[config.mk]
export PLATFORM = sky130hd
export DESIGN_NAME = fetch_prefetch_unit
export DESIGN_NICKNAME = d
export VERILOG_FILES = /design/src/rtl/fetch_prefetch_unit_pkg.sv /design/src/rtl/fetch_prefetch_unit_fifo.sv /design/src/rtl/fetch_prefetch_unit.sv
export SDC_FILE = /design/constraint.sdc
export NUM_CORES = 1
export LEC_CHECK = 0
export CAP_MARGIN = 20
export CORE_MARGIN = 2
export CORE_UTILIZATION = 56
export CTS_BUF_LIST = sky130_fd_sc_hd__clkbuf_16
export CTS_CLUSTER_DIAMETER = 40
export DETAILED_ROUTE_END_ITERATION = 7
export GPL_ROUTABILITY_DRIVEN = 1
export PLACE_DENSITY = 0.88
export SLEW_MARGIN = 40
export SYNTH_ARGS = -nofsm -noshare
export SYNTH_HDL_FRONTEND = slang
export SYNTH_HIERARCHICAL = 1
export SYNTH_SLANG_ARGS = --single-unit
[constraint.sdc]
create_clock -name clk1 -period 3.8 [get_ports clk1]
set_input_delay 0.76 -clock clk1 [delete_from_list [all_inputs] [get_ports clk1]]
set_output_delay 0.76 -clock clk1 [all_outputs]
set_load 0.01 [all_outputs]
[src/rtl/fetch_prefetch_unit_pkg.sv]
// Shared fetch-stage definitions: FSM encodings, word geometry and queue entry layout.
package fetch_prefetch_unit_pkg;

    localparam int WORD_BYTES = 4;
    localparam int INSTR_W    = 32;
    localparam int ADDR_W     = 32;

    typedef enum logic [1:0] {
        FETCH_IDLE  = 2'd0,
        FETCH_REQ   = 2'd1,
        FETCH_DRAIN = 2'd2
    } fetch_state_e;

    typedef struct packed {
        logic [ADDR_W-1:0]  pc;
        logic [INSTR_W-1:0] word;
    } fetch_entry_t;

    function automatic logic [ADDR_W-1:0] word_align(input logic [ADDR_W-1:0] addr);
        return {addr[ADDR_W-1:2], 2'b00};
    endfunction

    function automatic logic [ADDR_W-1:0] next_word(input logic [ADDR_W-1:0] addr);
        return addr + ADDR_W'(WORD_BYTES);
    endfunction

endpackage

[src/rtl/fetch_prefetch_unit_fifo.sv]
// Prefetch queue: DEPTH x {pc, word} synchronous FIFO with first-word fall-through head and flush.
module prefetch_fifo
    import fetch_prefetch_unit_pkg::*;
#(
    parameter int  DEPTH = 4,
    localparam int PW    = $clog2(DEPTH),
    localparam int CW    = PW + 1
) (
    input  logic         i_clk,
    input  logic         i_rst_n,
    input  logic         i_push,
    input  logic         i_pop,
    input  logic         i_flush,
    input  fetch_entry_t i_wdata,
    output fetch_entry_t o_head,
    output logic [CW-1:0] o_count
);

    logic [PW-1:0] r_rd_ptr;
    logic [PW-1:0] r_wr_ptr;
    logic [CW-1:0] r_count;
    fetch_entry_t  r_mem [DEPTH];
    logic          w_pop;

    assign w_pop = i_pop && (r_count != {CW{1'b0}});

    // Pointer and occupancy update; flush beats push and pop
    always_ff @(posedge i_clk) begin
        if (!i_rst_n) begin
            r_rd_ptr <= {PW{1'b0}};
            r_wr_ptr <= {PW{1'b0}};
            r_count  <= {CW{1'b0}};
        end else if (i_flush) begin
            r_rd_ptr <= {PW{1'b0}};
            r_wr_ptr <= {PW{1'b0}};
            r_count  <= {CW{1'b0}};
        end else begin
            if (i_push) begin
                r_wr_ptr <= r_wr_ptr + PW'(1);
            end
            if (w_pop) begin
                r_rd_ptr <= r_rd_ptr + PW'(1);
            end
            case ({i_push, w_pop})
                2'b10:   r_count <= r_count + CW'(1);
                2'b01:   r_count <= r_count - CW'(1);
                default: r_count <= r_count;
            endcase
        end
    end

    // Entry storage write
    always_ff @(posedge i_clk) begin
        if (i_rst_n && i_push && !i_flush) begin
            r_mem[r_wr_ptr] <= i_wdata;
        end
    end

    assign o_head  = r_mem[r_rd_ptr];
    assign o_count = r_count;

    prefetch_fifo_chk #(.DEPTH(DEPTH)) u_chk (
        .i_clk   (i_clk),
        .i_rst_n (i_rst_n),
        .i_push  (i_push),
        .i_flush (i_flush),
        .i_count (r_count)
    );

endmodule

// Credit scheme guarantees a free slot for every returning word.
module prefetch_fifo_chk #(
    parameter int  DEPTH = 4,
    localparam int CW    = $clog2(DEPTH) + 1
) (
    input  logic          i_clk,
    input  logic          i_rst_n,
    input  logic          i_push,
    input  logic          i_flush,
    input  logic [CW-1:0] i_count
);

    a_no_overflow: assert property (@(posedge i_clk) disable iff (!i_rst_n)
        !(i_push && !i_flush && (i_count == CW'(DEPTH))));

endmodule

[src/rtl/fetch_prefetch_unit.sv]
// Fetch stage: owns the fetch PC, issues credit-limited word reads and feeds decode from a prefetch queue.
module fetch_prefetch_unit
    import fetch_prefetch_unit_pkg::*;
#(
    parameter int          DEPTH    = 4,
    parameter logic [31:0] RESET_PC = 32'h0000_0000
) (
    input  logic                    clk1,
    input  logic                    rst_n,
    output logic                    mem_req,
    output logic [31:0]             mem_addr,
    input  logic                    mem_ready,
    input  logic [31:0]             mem_rdata,
    input  logic                    branch_valid,
    input  logic [31:0]             branch_target,
    input  logic                    dec_ready,
    output logic                    instr_valid,
    output logic [31:0]             instr,
    output logic [31:0]             instr_pc,
    output logic [$clog2(DEPTH):0]  q_count
);

    localparam int            CW      = $clog2(DEPTH) + 1;
    localparam logic [CW-1:0] FULL    = CW'(DEPTH);
    localparam logic [CW-1:0] FULL_M1 = CW'(DEPTH - 1);

    fetch_state_e  r_state;
    fetch_state_e  w_state_n;
    logic [31:0]   r_fetch_pc;
    logic [31:0]   w_fetch_pc_n;
    logic [31:0]   r_mem_addr;
    logic [31:0]   w_mem_addr_n;
    logic          r_mem_req;
    logic          w_push;
    logic          w_pop;
    logic          w_credit_after;
    logic [31:0]   w_target;
    logic [CW-1:0] w_count;
    fetch_entry_t  w_head;
    fetch_entry_t  w_wdata;

    assign w_target       = word_align(branch_target);
    assign instr_valid    = (w_count != {CW{1'b0}});
    assign w_pop          = instr_valid && dec_ready;
    // A same-edge pop frees the slot the returning word takes
    assign w_credit_after = w_pop || (w_count < FULL_M1);
    assign w_wdata        = '{pc: r_mem_addr, word: mem_rdata};

    // Next-state, next fetch PC and next request address
    always_comb begin
        w_state_n    = r_state;
        w_fetch_pc_n = r_fetch_pc;
        w_mem_addr_n = r_mem_addr;
        w_push       = 1'b0;
        case (r_state)
            FETCH_IDLE: begin
                if (branch_valid) begin
                    w_state_n    = FETCH_REQ;
                    w_fetch_pc_n = w_target;
                    w_mem_addr_n = w_target;
                end else if (w_count < FULL) begin
                    w_state_n    = FETCH_REQ;
                    w_mem_addr_n = r_fetch_pc;
                end else begin
                    w_state_n    = FETCH_IDLE;
                end
            end
            FETCH_REQ: begin
                if (branch_valid) begin
                    w_fetch_pc_n = w_target;
                    if (mem_ready) begin
                        w_state_n    = FETCH_REQ;
                        w_mem_addr_n = w_target;
                    end else begin
                        w_state_n    = FETCH_DRAIN;
                    end
                end else if (mem_ready) begin
                    w_push       = 1'b1;
                    w_fetch_pc_n = next_word(r_fetch_pc);
                    w_mem_addr_n = next_word(r_fetch_pc);
                    w_state_n    = w_credit_after ? FETCH_REQ : FETCH_IDLE;
                end else begin
                    w_state_n    = FETCH_REQ;
                end
            end
            FETCH_DRAIN: begin
                // Stale word is dropped; a branch landing on the same edge still redirects
                if (mem_ready) begin
                    w_state_n    = FETCH_REQ;
                    w_fetch_pc_n = branch_valid ? w_target : r_fetch_pc;
                    w_mem_addr_n = branch_valid ? w_target : r_fetch_pc;
                end else if (branch_valid) begin
                    w_fetch_pc_n = w_target;
                end else begin
                    w_state_n    = FETCH_DRAIN;
                end
            end
            default: begin
                w_state_n    = FETCH_IDLE;
                w_fetch_pc_n = RESET_PC;
                w_mem_addr_n = RESET_PC;
            end
        endcase
    end

    // FSM, fetch PC and registered memory request
    always_ff @(posedge clk1) begin
        if (!rst_n) begin
            r_state    <= FETCH_IDLE;
            r_fetch_pc <= RESET_PC;
            r_mem_addr <= RESET_PC;
            r_mem_req  <= 1'b0;
        end else begin
            r_state    <= w_state_n;
            r_fetch_pc <= w_fetch_pc_n;
            r_mem_addr <= w_mem_addr_n;
            r_mem_req  <= (w_state_n != FETCH_IDLE);
        end
    end

    prefetch_fifo #(.DEPTH(DEPTH)) u_fifo (
        .i_clk   (clk1),
        .i_rst_n (rst_n),
        .i_push  (w_push),
        .i_pop   (w_pop),
        .i_flush (branch_valid),
        .i_wdata (w_wdata),
        .o_head  (w_head),
        .o_count (w_count)
    );

    assign mem_req  = r_mem_req;
    assign mem_addr = r_mem_addr;
    assign q_count  = w_count;
    assign instr    = instr_valid ? w_head.word : 32'h0000_0000;
    assign instr_pc = instr_valid ? w_head.pc   : 32'h0000_0000;

endmodule
* Word level (Yosys, flattened, before mapping)
Memory sizes are Yosys's and may differ from the RTL's. A register that Yosys moved wholly into a read port is not among the register bits.
Index checks and enable logic that the tools add are counted.
** Cells by class
- Add/subtract/negate cells :: 5
- Order comparisons :: 2
- Equal/unequal tests :: 8
- Mux-type cells :: 29
- Bitwise operators :: 1
- Reductions and logical operators :: 13
** Operator list (count)
- $mux W32 :: 10
- $pmux W32 S3 :: 1
- $pmux W32 S2 :: 1
- $add A32 B3 Y32 const B :: 1
- $mux W2 :: 6
- $mux W1 :: 9
- $ne A3 B3 Y1 const B :: 2
- $pmux W2 S3 :: 1
- $pmux W3 S2 :: 1
- $add A2 B1 Y2 const B :: 2
- $eq A2 B1 Y1 const B :: 2
- $eq A2 B2 Y1 const B :: 2
- $logic_and A1 B1 Y1 :: 4
- $ne A2 B2 Y1 const B :: 2
- $reduce_bool A2 Y1 :: 2
- $reduce_or A2 Y1 :: 2
- $add A3 B1 Y3 const B :: 1
- $lt A3 B2 Y1 const B :: 1
- $lt A3 B3 Y1 const B :: 1
- $reduce_and A3 Y1 :: 1
- $reduce_bool A3 Y1 :: 1
- $sub A3 B1 Y3 const B :: 1
- $logic_not A2 Y1 :: 1
- $logic_not A1 Y1 :: 1
- other kinds (2) :: 2
** Word-level totals
- Flip-flop bits (word level) :: 74
- Bits in writable memories :: 256
- Input port bits :: 69
- Output and inout bits :: 101
- Word-level logic and storage cells :: 66
- Memories :: 1
** Memory list
- u_fifo.r_mem :: depth 4, bits a word 64, read ports 1, clocked after Yosys merged registers in 1, write ports 1, RTL line fetch_prefetch_unit_fifo.sv:22 : fetch_entry_t r_mem [DEPTH];

* Logic depth before layout (Yosys ltp)
Gate-level depths: netlist (run 1).
- Depth after elaboration :: 8
- Depth in mapped cells :: 11
- Depth with buffers taken out :: 10

* Modules after synthesis
The synthesis (run 1) kept the hierarchy.
** By module, submodules not included
- prefetch_fifo :: instances 1, cells an instance 382, area each 9759.4 um2, seq. area each 7867.5 um2
- fetch_prefetch_unit :: instances 1, cells an instance 565, area each 4269.1 um2, seq. area each 1341.3 um2

* Least setup slack after synthesis (run 1)
OpenSTA, ideal clock, no wires.
- Path type :: input-to-reg
- From :: input branch_valid
- To :: memory u_fifo/r_mem[0][0] (netlist name) (enable)
- Library setup time :: 429 ps
- Arrival time :: 3060 ps
- Required time :: 3371 ps
- Slack :: 311 ps
- Cell stages on the path :: 5
- Path buffers :: 1
- Path through :: inv_1 clkbuf_1 nand2_1 nor2_1 and3_1
** On the way
- Word-level cells in the longest chain between the ends :: 6
- Elaborated cells between the ends (all ways) :: 7
- Those cells by class :: mux: 4; reduce/logical: 3
** RTL lines
- start, declared :: RTL line fetch_prefetch_unit.sv:14 : input logic branch_valid,
- $mux W1 :: RTL line fetch_prefetch_unit.sv:69 : if (branch_valid) begin
- $mux W1 :: RTL line fetch_prefetch_unit.sv:55 : case (r_state)
- net w_push :: RTL line fetch_prefetch_unit.sv:34 : logic w_push;
- $logic_and A1 B1 Y1 (2 in a row) :: RTL line fetch_prefetch_unit_fifo.sv:54 : if (i_rst_n && i_push && !i_flush) begin
- $mux W1 :: RTL line fetch_prefetch_unit_fifo.sv:54
- $mux W1 (not written as such) :: RTL line fetch_prefetch_unit_fifo.sv:55 : r_mem[r_wr_ptr] <= i_wdata;
- end, declared :: RTL line fetch_prefetch_unit_fifo.sv:22
The timed path passes the listed nets, and every way through them passes these cells.

==> impl_metrics.env, run 1 <==
export IMPL_p_leak_nw=5.73
export IMPL_cts_tree="built"
export IMPL_dp_hpwl_mm=20.1
export IMPL_ctsRootBufferMaster="clkbuf_16"
export IMPL_yosysMostFrequentCell="edfxtp_1"
export IMPL_finalPower_mw=8.13
export IMPL_wl_per_cell_microns=20.8
export IMPL_crit_path_top_delay_cell="mux4_1"
export IMPL_nets=1195
export IMPL_synth_area_per_cell_sq_um=14.8
export IMPL_crit_path_max_incr_delay_ns=0.59
export IMPL_yosysTopAreaCell="edfxtp_1"
export IMPL_period_share_pct=89.2
export IMPL_ys_async_sr_fraction_pct=0
export IMPL_timing_rr_end="r_fetch_pc[24]"
export IMPL_drv_slew=0
export IMPL_clockBufferDepth=3
export IMPL_firstDrtPassIters=5
export IMPL_postCtsSetupBuffers=0
export IMPL_postCtsHoldBufs=0
export IMPL_path_delay_family="buffers and inverters"
export IMPL_hp_start="r_fetch_pc[1]"
export IMPL_fin_tns_setup_ns=0
export IMPL_reg2reg_depth=6
export IMPL_maxCapViolCount=0
export IMPL_hold_violations=0
export IMPL_maxSlewHeadroom_pct=50.1
export IMPL_fin_hold_ws_ns=0.443
export IMPL_ant_nets=0
export IMPL_place_ws_ns=0.857
export IMPL_period_needed_ns=3.39
export IMPL_ctsResizeCount=0
export IMPL_gp_congestion=0.959
export IMPL_finalSetupViolations=0
export IMPL_grt_ovfl_total=0
export IMPL_cp_max_fo=30
export IMPL_syn_inst=947
export IMPL_crit_type="reg2out"
export IMPL_dieArea_sq_um=26300
export IMPL_synth_area_leaders="edfxtp_1 (55%), dfxtp_1 (11%), mux4_2 (9.6%)"
export IMPL_start_util_pct=57.3
export IMPL_synth_enable_flop_cells=256
export IMPL_syn_num_nets=1023
export IMPL_worstPathArrival_ns=2.63
export IMPL_grt_first_pass_wirelength_mm=47.1
export IMPL_grt_usage_pct=23.2
export IMPL_clock_sinks=332
export IMPL_crit_required_ns=3.04
export IMPL_post_route_util_pct=70.9
export IMPL_port_buffers=167
export IMPL_vias_per_cell=6.01
export IMPL_holdPathStages=2
export IMPL_clkTransAtPathRegs_ns=0.06
export IMPL_fmax_mhz=295
export IMPL_die_h_microns=162
export IMPL_worstSetupEndpointType="primary output"
export IMPL_synth_warnings=6
export IMPL_p_per_area_nw_per_um2=469
export IMPL_cp_cell_sequence="buf_12 -> mux4_1 -> and2_1 -> clkdlybuf4s50_1"
export IMPL_ioPinCount=170
export IMPL_wirelength_mm=30.6
export IMPL_reg2reg_from="r_state[0]"
export IMPL_ys_ff_latch=332
export IMPL_worst_setup_path_start_kind="register"
export IMPL_die_w_microns=162
export IMPL_worst_ir_drop_vdd_v=0.000348
export IMPL_ys_seq_area_share_pct=65.6
export IMPL_worst_slack_ns=0.410
export IMPL_timing_hold_worst_endpoint="r_fetch_pc[1]"
export IMPL_cts_buffers=38
export IMPL_synth_area_sq_um=14000
export IMPL_yosysTopAreaCellShare_pct=54.8
export IMPL_synth_main_ff_cell="edfxtp_1"
export IMPL_htreeDepth=2
export IMPL_hold_path_class="reg2reg"
export IMPL_core_area_sq_um=24500
export IMPL_rsz0062_at_grt="false"
export IMPL_tightest_slew_ns=0.746
export IMPL_synth_distinct_cells=68
export IMPL_drc_errors=0
export IMPL_syn_to_final_growth_pct=23.7
export IMPL_drtIter0Drc=938
export IMPL_std_cell_rows=57
export IMPL_antenna_found_initial=0
export IMPL_vias=8852
export IMPL_layout_drive_gt1_share_pct=15.3
export IMPL_insertion_delay_ns=0.52
export IMPL_diodes=0
export IMPL_crit_buf_inv=2
export IMPL_skew_ns=0.0224
export IMPL_rrSetupSlack_ns=1.25
export IMPL_grt_pass1_vias=8520
export IMPL_grt_max_degree=66
export IMPL_synth_commonest_cells="edfxtp_1 (256), dfxtp_1 (76), and2_1 (72), mux4_2 (60), nand2_1 (53)"
export IMPL_status="completed"
-- cell type report --
cell class	count	area [sq um]
inverter	9	33.8
tap	324	405
clock buffer	38	951
multi-input combinational	543	4440
timing repair buffer	195	1990
sequential	332	9220
clock inverter	31	312
fill	1561	7110
-- worst max-delay path by stage --
| stage | to | slack, ns | cells after the start |
|---|---|---|---|
| detailed placement | mem_addr[26] | 0.86 | 6 |
| global placement | mem_addr[17] | 0.89 | 6 |
| floorplan | u_fifo/r_mem[0][0] | 0.31 | 5 |
| global route | instr_pc[31] | 0.27 | 4 |
| CTS | instr_pc[31] | 0.35 | 4 |
| finish | instr_pc[31] | 0.41 | 4 |
-- metal layers --
metal | vias up | GRT usage, % | share of wire (%)
li1 | 4025 | - | -
met1 | 4383 | 32.4 | 42
met2 | 387 | 38.3 | 49
met3 | 57 | 3.96 | 7.0
met4 | 0 | 6.44 | 2.5
met5 | - | 0 | 0
-- metrics by stage --
stage	area (sq um)	instances
2_1_floorplan	14000	947
3_3_place_gp	16100	1403
3_5_place_dp	16100	1403
4_1_cts	17400	1472
5_1_grt	17400	1472
6_report	17400	1472
-- worst register-to-register path: stages (launching register included) --
cell     delay (ns)
dfxtp_1        0.63
nand4_1        0.55
nor4_1         0.51
buf_4          0.22
nor4b_1        0.23
a211o_1        0.18
a32o_1         0.17
-- layout by cell type, fill, tap and decap left out, types with 4 or more instances in the layout --
cell / count
o21ai_0: 48
a21oi_1: 38
mux4_1: 4
buf_4: 19
clkbuf_16: 38
nand3_1: 38
nor2b_1: 8
nand2_1: 53
mux4_2: 60
o211ai_1: 7
and4_1: 8
clkdlybuf4s50_1: 167
ha_1: 6
and3_4: 4
dfxtp_1: 74
xor2_1: 7
nand2b_1: 9
nor4_1: 8
xnor2_1: 5
a211oi_1: 4
o31ai_1: 4
mux2i_1: 5
a21o_1: 5
edfxtp_1: 256
inv_6: 4
and2_1: 72
nor3_1: 12
buf_12: 9
a31o_2: 5
and3_1: 10
clkinv_2: 4
nand4_1: 16
inv_1: 14
clkinv_4: 4
bufinv_16: 4
o21a_1: 13
nor2_1: 37
-- sequential cells by signal, summed over array words and instances, names as in the netlist, named ones only --
name / count
u_fifo/o_count: 3
u_fifo/r_mem: 256
mem_req: 1
u_fifo/r_wr_ptr: 2
r_fetch_pc: 32
r_state: 2
mem_addr: 32
u_fifo/r_rd_ptr: 2
-- cells by family (layout without fill, tap and decap cells) --
kind of cell,after synthesis,count (layout),synth area share [%]
flops,332,332,65.6
simple gates,293,293,11.8
compound gates,160,160,7.44
buf+inv,72,273,2.84
mux,71,71,10.9
xor+xnor,12,12,0.749
fa+ha+maj,7,7,0.678
-- where the power goes --
group	internal (mW)	total [mW]	switching (mW)
Sequential	3.99	4.10	0.112
Clock	2.13	3.57	1.43
Combinational	0.233	0.468	0.235
(Power assumes the default switching activity.)
==> run 2: changes to the inputs <==
- REMOVE_ABC_BUFFERS: unset -> 1
- SETUP_SLACK_MARGIN: unset -> 0.1
==> impl_metrics.env, run 2 (same netlist as run 1, synthesis figures left out) <==
export IMPL_status="completed"
export IMPL_dieArea_sq_um=26300
export IMPL_ctsRootBufferMaster="clkbuf_16"
export IMPL_multi_input_area_sq_um=4450
export IMPL_grt_ovfl_total=0
export IMPL_antenna_found_initial=0
export IMPL_wl_per_cell_microns=21.5
export IMPL_maxCapViolCount=0
export IMPL_stdcell_count=1480
export IMPL_worst_setup_path_start_kind="register"
export IMPL_ctsResizeCount=0
export IMPL_worstPathArrival_ns=2.77
export IMPL_grt_max_degree=55
export IMPL_firstDrtPassIters=5
export IMPL_largest_register_ffs=256
export IMPL_post_route_util_pct=71.0
export IMPL_place_area_sq_um=16100
export IMPL_clockBufferDepth=3
export IMPL_hold_path_class="reg2reg"
export IMPL_insertion_delay_ns=0.53
export IMPL_fin_tns_setup_ns=0
export IMPL_htreeDepth=2
export IMPL_layout_drive_gt1_share_pct=15.5
export IMPL_nets=1201
export IMPL_rsz0062_at_grt="false"
export IMPL_drc_errors=0
export IMPL_worst_ir_drop_vdd_v=0.000314
export IMPL_postCtsHoldBufs=0
export IMPL_drv_slew=0
export IMPL_start_util_pct=57.3
export IMPL_tightest_slew_ns=0.730
export IMPL_largest_register="u_fifo/r_mem"
export IMPL_core_area_sq_um=24500
export IMPL_cp_max_fo=43
export IMPL_cts_buffers=40
export IMPL_diodes=0
export IMPL_die_w_microns=162
export IMPL_finalPower_mw=8.07
export IMPL_drtIter0Drc=951
export IMPL_final_cell_area_sq_um=17400
export IMPL_vias_per_cell=6.09
export IMPL_hold_violations=0
export IMPL_ioPinCount=170
export IMPL_grt_first_pass_wirelength_mm=49.2
export IMPL_grt_usage_pct=24.2
export IMPL_num_fill_cells=1549
export IMPL_crit_required_ns=3.04
export IMPL_dp_hpwl_mm=20.3
export IMPL_grt_pass1_vias=8899
export IMPL_seq_area_sq_um=9220
export IMPL_postCtsSetupBuffers=0
export IMPL_place_inst=1406
export IMPL_period_needed_ns=3.53
export IMPL_skew_ns=0.0215
export IMPL_syn_to_final_growth_pct=23.8
export IMPL_mostFrequentLayoutCells="edfxtp_1 (256), clkdlybuf4s50_1 (167), dfxtp_1 (74)"
export IMPL_worstSetupEndpointType="primary output"
export IMPL_cts_tree="built"
export IMPL_p_leak_nw=5.77
export IMPL_clock_sinks=332
export IMPL_die_h_microns=162
export IMPL_ant_nets=0
export IMPL_finalSetupViolations=0
export IMPL_clkTransAtPathRegs_ns=0.06
export IMPL_vias=9020
export IMPL_period_share_pct=93.0
export IMPL_port_buffers=167
export IMPL_p_per_area_nw_per_um2=465
export IMPL_final_common_cell="edfxtp_1"
export IMPL_gp_congestion=0.951
export IMPL_wirelength_mm=31.8
export IMPL_maxSlewHeadroom_pct=50.9
export IMPL_std_cell_rows=57
export IMPL_fmax_mhz=283
export IMPL_crit_type="reg2out"
==> run 2: cell types whose count changed in the layout (fill, tap and decap cells not counted), sizes merged <==
cell / before / now
clkinv: 13 / 12
clkinvlp: 4 / 2
bufinv: 4 / 1
buf: 28 / 32
clkbuf: 38 / 41
inv: 19 / 26
==> run 2: power breakdown <==
| group | internal (mW) | switching (mW) | total (mW) | leakage (nW) |
|---|---|---|---|---|
| Sequential | 3.99 | 0.109 | 4.10 | 2.94 |
| Combinational | 0.236 | 0.235 | 0.471 | 2.19 |
| Clock | 2.05 | 1.46 | 3.51 | 0.643 |
| Total | 6.27 | 1.80 | 8.07 | 5.77 |
==> run 2: path summary, 6_finish.rpt <==
kind / startpoint / end / slack, ns / cells after the start
hold reg to reg: r_fetch_pc[0] / r_fetch_pc[0] / 0.49 / 2
hold / removal: r_fetch_pc[0] / r_fetch_pc[0] / 0.49 / 2
setup reg to reg: u_fifo/o_count[2] / u_fifo/o_count[2] / 0.92 / 9
setup / recovery: u_fifo/o_count[2] / instr_pc[20] / 0.27 / 4
==> run 2: final cells by class <==
cell class | count | area share [%]
multi-input combinational | 543 | 25.6
inverter | 9 | 0.194
tap | 324 | 2.33
timing repair buffer | 199 | 11.7
sequential | 332 | 53.0
clock inverter | 32 | 1.23
clock buffer | 41 | 5.91
==> run 2: worst max-delay path, stage by stage (launching register included) <==
cell and delay [ns]:
dfxtp_1 0.39, or3_2 0.84, buf_4 0.34, and2_1 0.20, clkdlybuf4s50_1 0.48
==> run 2: metrics by stage <==
stage / hold slack [ns] / setup slack, ns
after floorplan: 0.425 / -0.495
after global placement: 0.434 / 0.613
after detailed placement: 0.457 / 0.553
after CTS: 0.489 / 0.239
after global routing: 0.509 / 0.111
final: 0.489 / 0.267
==> run 2: per-layer routing <==
layer / vias up / wire (microns) / share of wire [%] / GRT usage [%]
li1: 4050 / - / - / -
met1: 4489 / 12700 / 40 / 32.3
met2: 421 / 16100 / 51 / 41.6
met3: 60 / 2300 / 7.2 / 3.98
met4: 0 / 703 / 2.2 / 6.80
met5: - / 0 / 0 / 0
==> run 3: changes to the inputs <==
--- a/config.mk
+++ b/config.mk
@@ -11,4 +11,5 @@
 export CTS_BUF_LIST = sky130_fd_sc_hd__clkbuf_16
 export CTS_CLUSTER_DIAMETER = 40
+export CTS_CLUSTER_SIZE = 8
 export DETAILED_ROUTE_END_ITERATION = 7
 export GPL_ROUTABILITY_DRIVEN = 1
==> constraint.sdc (replaced) <==
create_clock -name clk1 -period 3.8 [get_ports clk1]
set_input_delay 0.76 -clock clk1 [delete_from_list [all_inputs] [get_ports clk1]]
set_output_delay 0.76 -clock clk1 [all_outputs]
set_load 0.02 [all_outputs]
==> impl_metrics.env, run 3 (same netlist as run 1, synthesis figures left out) <==
export IMPL_status="completed"
export IMPL_syn_to_final_growth_pct=24.8
export IMPL_fmax_mhz=296
export IMPL_power_internal_mw=6.54
export IMPL_tightest_slew_ns=0.754
export IMPL_grt_pass1_vias=9043
export IMPL_diodes=0
export IMPL_place_inst=1405
export IMPL_wl_met3_mm=2.47
export IMPL_mostFrequentLayoutCells="edfxtp_1 (256), clkdlybuf4s50_1 (167), dfxtp_1 (74)"
export IMPL_largest_register="u_fifo/r_mem"
export IMPL_drtIter0Drc=801
export IMPL_start_util_pct=57.3
export IMPL_antenna_found_initial=0
export IMPL_worstPathArrival_ns=2.62
export IMPL_dp_hpwl_mm=20.1
export IMPL_stdcell_count=1487
export IMPL_finalPower_mw=8.39
export IMPL_nets=1208
export IMPL_rrSetupSlack_ns=1.13
export IMPL_die_w_microns=162
export IMPL_layout_drive_gt1_share_pct=14.9
export IMPL_dr_max_layer_used="met4"
export IMPL_power_frac_seq_pct=48.9
export IMPL_num_fill_cells=1529
export IMPL_finalSetupViolations=0
export IMPL_p_sw_share_pct=22.1
export IMPL_wl_met1_mm=13.1
export IMPL_std_cell_rows=57
export IMPL_worst_ir_drop_vdd_v=0.000348
export IMPL_cts_buffers=49
export IMPL_hold_path_class="reg2reg"
export IMPL_gp_congestion=0.940
export IMPL_vias=9068
export IMPL_grt_first_pass_wirelength_mm=49.6
export IMPL_die_h_microns=162
export IMPL_drc_errors=0
export IMPL_wl_met2_mm=16.1
export IMPL_cp_max_fo=43
export IMPL_wirelength_mm=32.4
export IMPL_grt_ovfl_total=0
export IMPL_firstDrtPassIters=5
export IMPL_maxSlewHeadroom_pct=49.5
export IMPL_clockBufferDepth=3
export IMPL_dieArea_sq_um=26300
export IMPL_drv_slew=0
export IMPL_p_per_area_nw_per_um2=479
export IMPL_p_sw_mw=1.85
export IMPL_largest_register_ffs=256
export IMPL_power_frac_comb_pct=6.0
export IMPL_insertion_delay_ns=0.54
export IMPL_hold_violations=0
export IMPL_worstSetupEndpointType="primary output"
export IMPL_skew_ns=0.0164
export IMPL_vias_per_cell=6.10
export IMPL_wl_per_cell_microns=21.8
export IMPL_cts_tree="built"
export IMPL_grt_usage_pct=24.5
export IMPL_final_common_cell="edfxtp_1"
export IMPL_maxCapViolCount=0
export IMPL_htreeDepth=2
export IMPL_period_share_pct=89.0
export IMPL_rsz0062_at_grt="false"
export IMPL_worst_setup_path_start_kind="register"
export IMPL_crit_type="reg2out"
export IMPL_postCtsHoldBufs=0
export IMPL_post_route_util_pct=71.6
export IMPL_ctsRootBufferMaster="clkbuf_16"
export IMPL_core_area_sq_um=24500
export IMPL_port_buffers=167
export IMPL_period_needed_ns=3.38
export IMPL_crit_required_ns=3.04
export IMPL_pwr_share_clk_pct=45.1
export IMPL_ioPinCount=170
export IMPL_grt_max_degree=47
export IMPL_clkTransAtPathRegs_ns=0.05
export IMPL_ant_nets=0
export IMPL_p_leak_nw=5.88
export IMPL_clock_sinks=332
## run 3: what timing repair did
item	in CTS	in global routing
setup endpoints to repair	0	24
resized for setup	0	1
buffers inserted	0	0
## run 3: layout make-up
type | instances | area (sq um) | area share (%)
inverter | 9 | 33.8 | 0.193
clock inverter | 33 | 160 | 0.915
tap | 324 | 405 | 2.32
clock buffer | 49 | 1230 | 7.01
multi-input combinational | 543 | 4450 | 25.4
sequential | 332 | 9220 | 52.7
timing repair buffer | 197 | 2010 | 11.5
## run 3: through the flow
stage / TNS, ns / hold slack (ns) / setup slack (ns) / area, sq um
after floorplan: -55.24 / 0.425 / -0.532 / 13700
after global placement: 0 / 0.435 / 0.638 / 16100
after detailed placement: 0 / 0.444 / 0.613 / 16100
after CTS: 0 / 0.450 / 0.119 / 17500
after global routing: 0 / 0.477 / 0.228 / 17500
final: 0 / 0.446 / 0.418 / 17500
## run 3: path summary, 6_finish.rpt
kind,from,endpoint,depth (start not counted)
min,r_fetch_pc[1],r_fetch_pc[1],2
max reg2reg,u_fifo/o_count[2],u_fifo/o_count[2],9
max,u_fifo/o_count[2],instr[27],4
min reg2reg,r_fetch_pc[1],r_fetch_pc[1],2
## run 3: worst max-delay path, stage by stage, from the launching register on
cell and delay [ns]:
dfxtp_1 0.48, or3_4 0.45, buf_4 0.34, and2_1 0.18, clkdlybuf4s50_1 0.62
## run 3: power by group through the flow
stage	clock, mW	combinational (mW)	sequential (mW)
2_1_floorplan	0	0.196	4.18
3_5_place_dp	0	0.493	4.17
5_1_grt	3.99	0.538	4.11
3_3_place_gp	0	0.482	4.16
4_1_cts	3.86	0.499	4.10
6_report	3.79	0.501	4.10
## run 3: per-layer routing
layer / vias up / track usage [%]
li1: 4052 / -
met1: 4506 / 32.8
met2: 449 / 41.3
met3: 61 / 4.80
met4: 0 / 6.96
met5: - / 0
==> edit (config.mk and constraints of run 1) <==
The 3 states of `fetch_state_e` get a one-hot encoding in 3 bits.
--- a/src/rtl/fetch_prefetch_unit_pkg.sv
+++ b/src/rtl/fetch_prefetch_unit_pkg.sv
@@ -5,10 +5,10 @@
     localparam int INSTR_W    = 32;
     localparam int ADDR_W     = 32;
 
-    typedef enum logic [1:0] {
-        FETCH_IDLE  = 2'd0,
-        FETCH_REQ   = 2'd1,
-        FETCH_DRAIN = 2'd2
+    typedef enum logic [2:0] {
+        FETCH_IDLE  = 3'b001,
+        FETCH_REQ   = 3'b010,
+        FETCH_DRAIN = 3'b100
     } fetch_state_e;
 
     typedef struct packed {
Check against the original RTL: no difference found for any inputs over 4 cycles, from zero or initial values and one cycle with rst_n low; so few cycles prove little.
==> edit against run 1 <==
Area after synthesis is 0.30% higher; largest cell class unchanged; largest power group unchanged; hold slack better by 49 ps; power rose by 5.8%; sequential cell count rose by 1; register-to-register slack worse by 430 ps; critical path type unchanged; global-route usage rose by 2.3 points; wire length up 9.9%; worst setup slack got worse by 89 ps; design area barely moved; fmax down 2.6%.
==> edit: results (changes against run 1) <==
[logic_synthesis]
synth.area.mux_share = 0.108  ; -0.00104
synth_compound_area_frac = 0.0786  ; +0.00422
ys_top_cells_by_area = edfxtp_1 (55%), dfxtp_1 (11%), mux4_2 (9.6%)
synthTopCellsByCount = edfxtp_1 (256), dfxtp_1 (77), and2_1 (71)
synth_cell_types = 85  ; +25%

[placement]
post-place-ws_ps = 590  ; -267 ps
globalplace.congestion = 0.923  ; -3.7%
hpwl_microns = 22100  ; +9.7%

[detailed_routing]
num_vias = 9050  ; +2.2%
drt-initial-drc-count = 919  ; -2.0%

[run_status]
status = completed

[worst_setup_path]
setup.worst_path.end = instr_pc[30]
reg2reg_depth = 10  ; +4
path_max_fanout = 27  ; -10%
regToRegStartpoint = r_state[2]

[power_and_ir_drop]
ir_drop_mv = 0.374  ; +7.5%

[cells_and_area]
fill_cells = 1593  ; +2.0%
post-route-cell-area_sq_um = 17400  ; about the same

[global_route]
grt_pass1_wl_microns = 51400  ; +9.2%
grt_use_total = 0.255  ; +0.0230
grt_max_degree = 37  ; -44%

[sta]
fin_worst_skew_ps = 23.6  ; +1.23 ps
holdWs_ps = 492  ; +48.8 ps
slew_headroom = 0.417  ; -0.0839

[clock_network]
numCtsBuffers = 41  ; +7.9%

[min_path]
whs_path_depth = 1  ; -1

edit: changes by cell type after synthesis, sizes merged, moves of 7 or more:
cell	change
a21oi	-26
nand2	-22
a31oi	+14
o21a	-12
nor2	-10
a22o	+9
a32o	+7
edit: power by group:
part | leakage [nW] | internal [mW] | switching, mW
sequential | 2.97 | 4.04 | 0.143
combinational | 2.07 | 0.312 | 0.440
clock | 0.666 | 2.18 | 1.49
edit: cell type report:
type	instances	area share
Sequential cell	333	0.532
Multi-Input combinational cell	500	0.250
Timing Repair Buffer	201	0.116
Clock buffer	42	0.0606
Tap cell	330	0.0238
Clock inverter	32	0.0146
Inverter	12	0.00260
edit: routing by layer:
metal | share of wire | track usage
met1 | 0.40 | 0.346
met2 | 0.49 | 0.423
met3 | 0.088 | 0.0532
met4 | 0.025 | 0.0720
met5 | 0 | 0
edit: critical path, cell delays in order (launching register included):
cell             delay, ps
dfxtp_1                380
or3_2                  800
buf_4                  320
and2_1                 180
clkdlybuf4s50_1        500
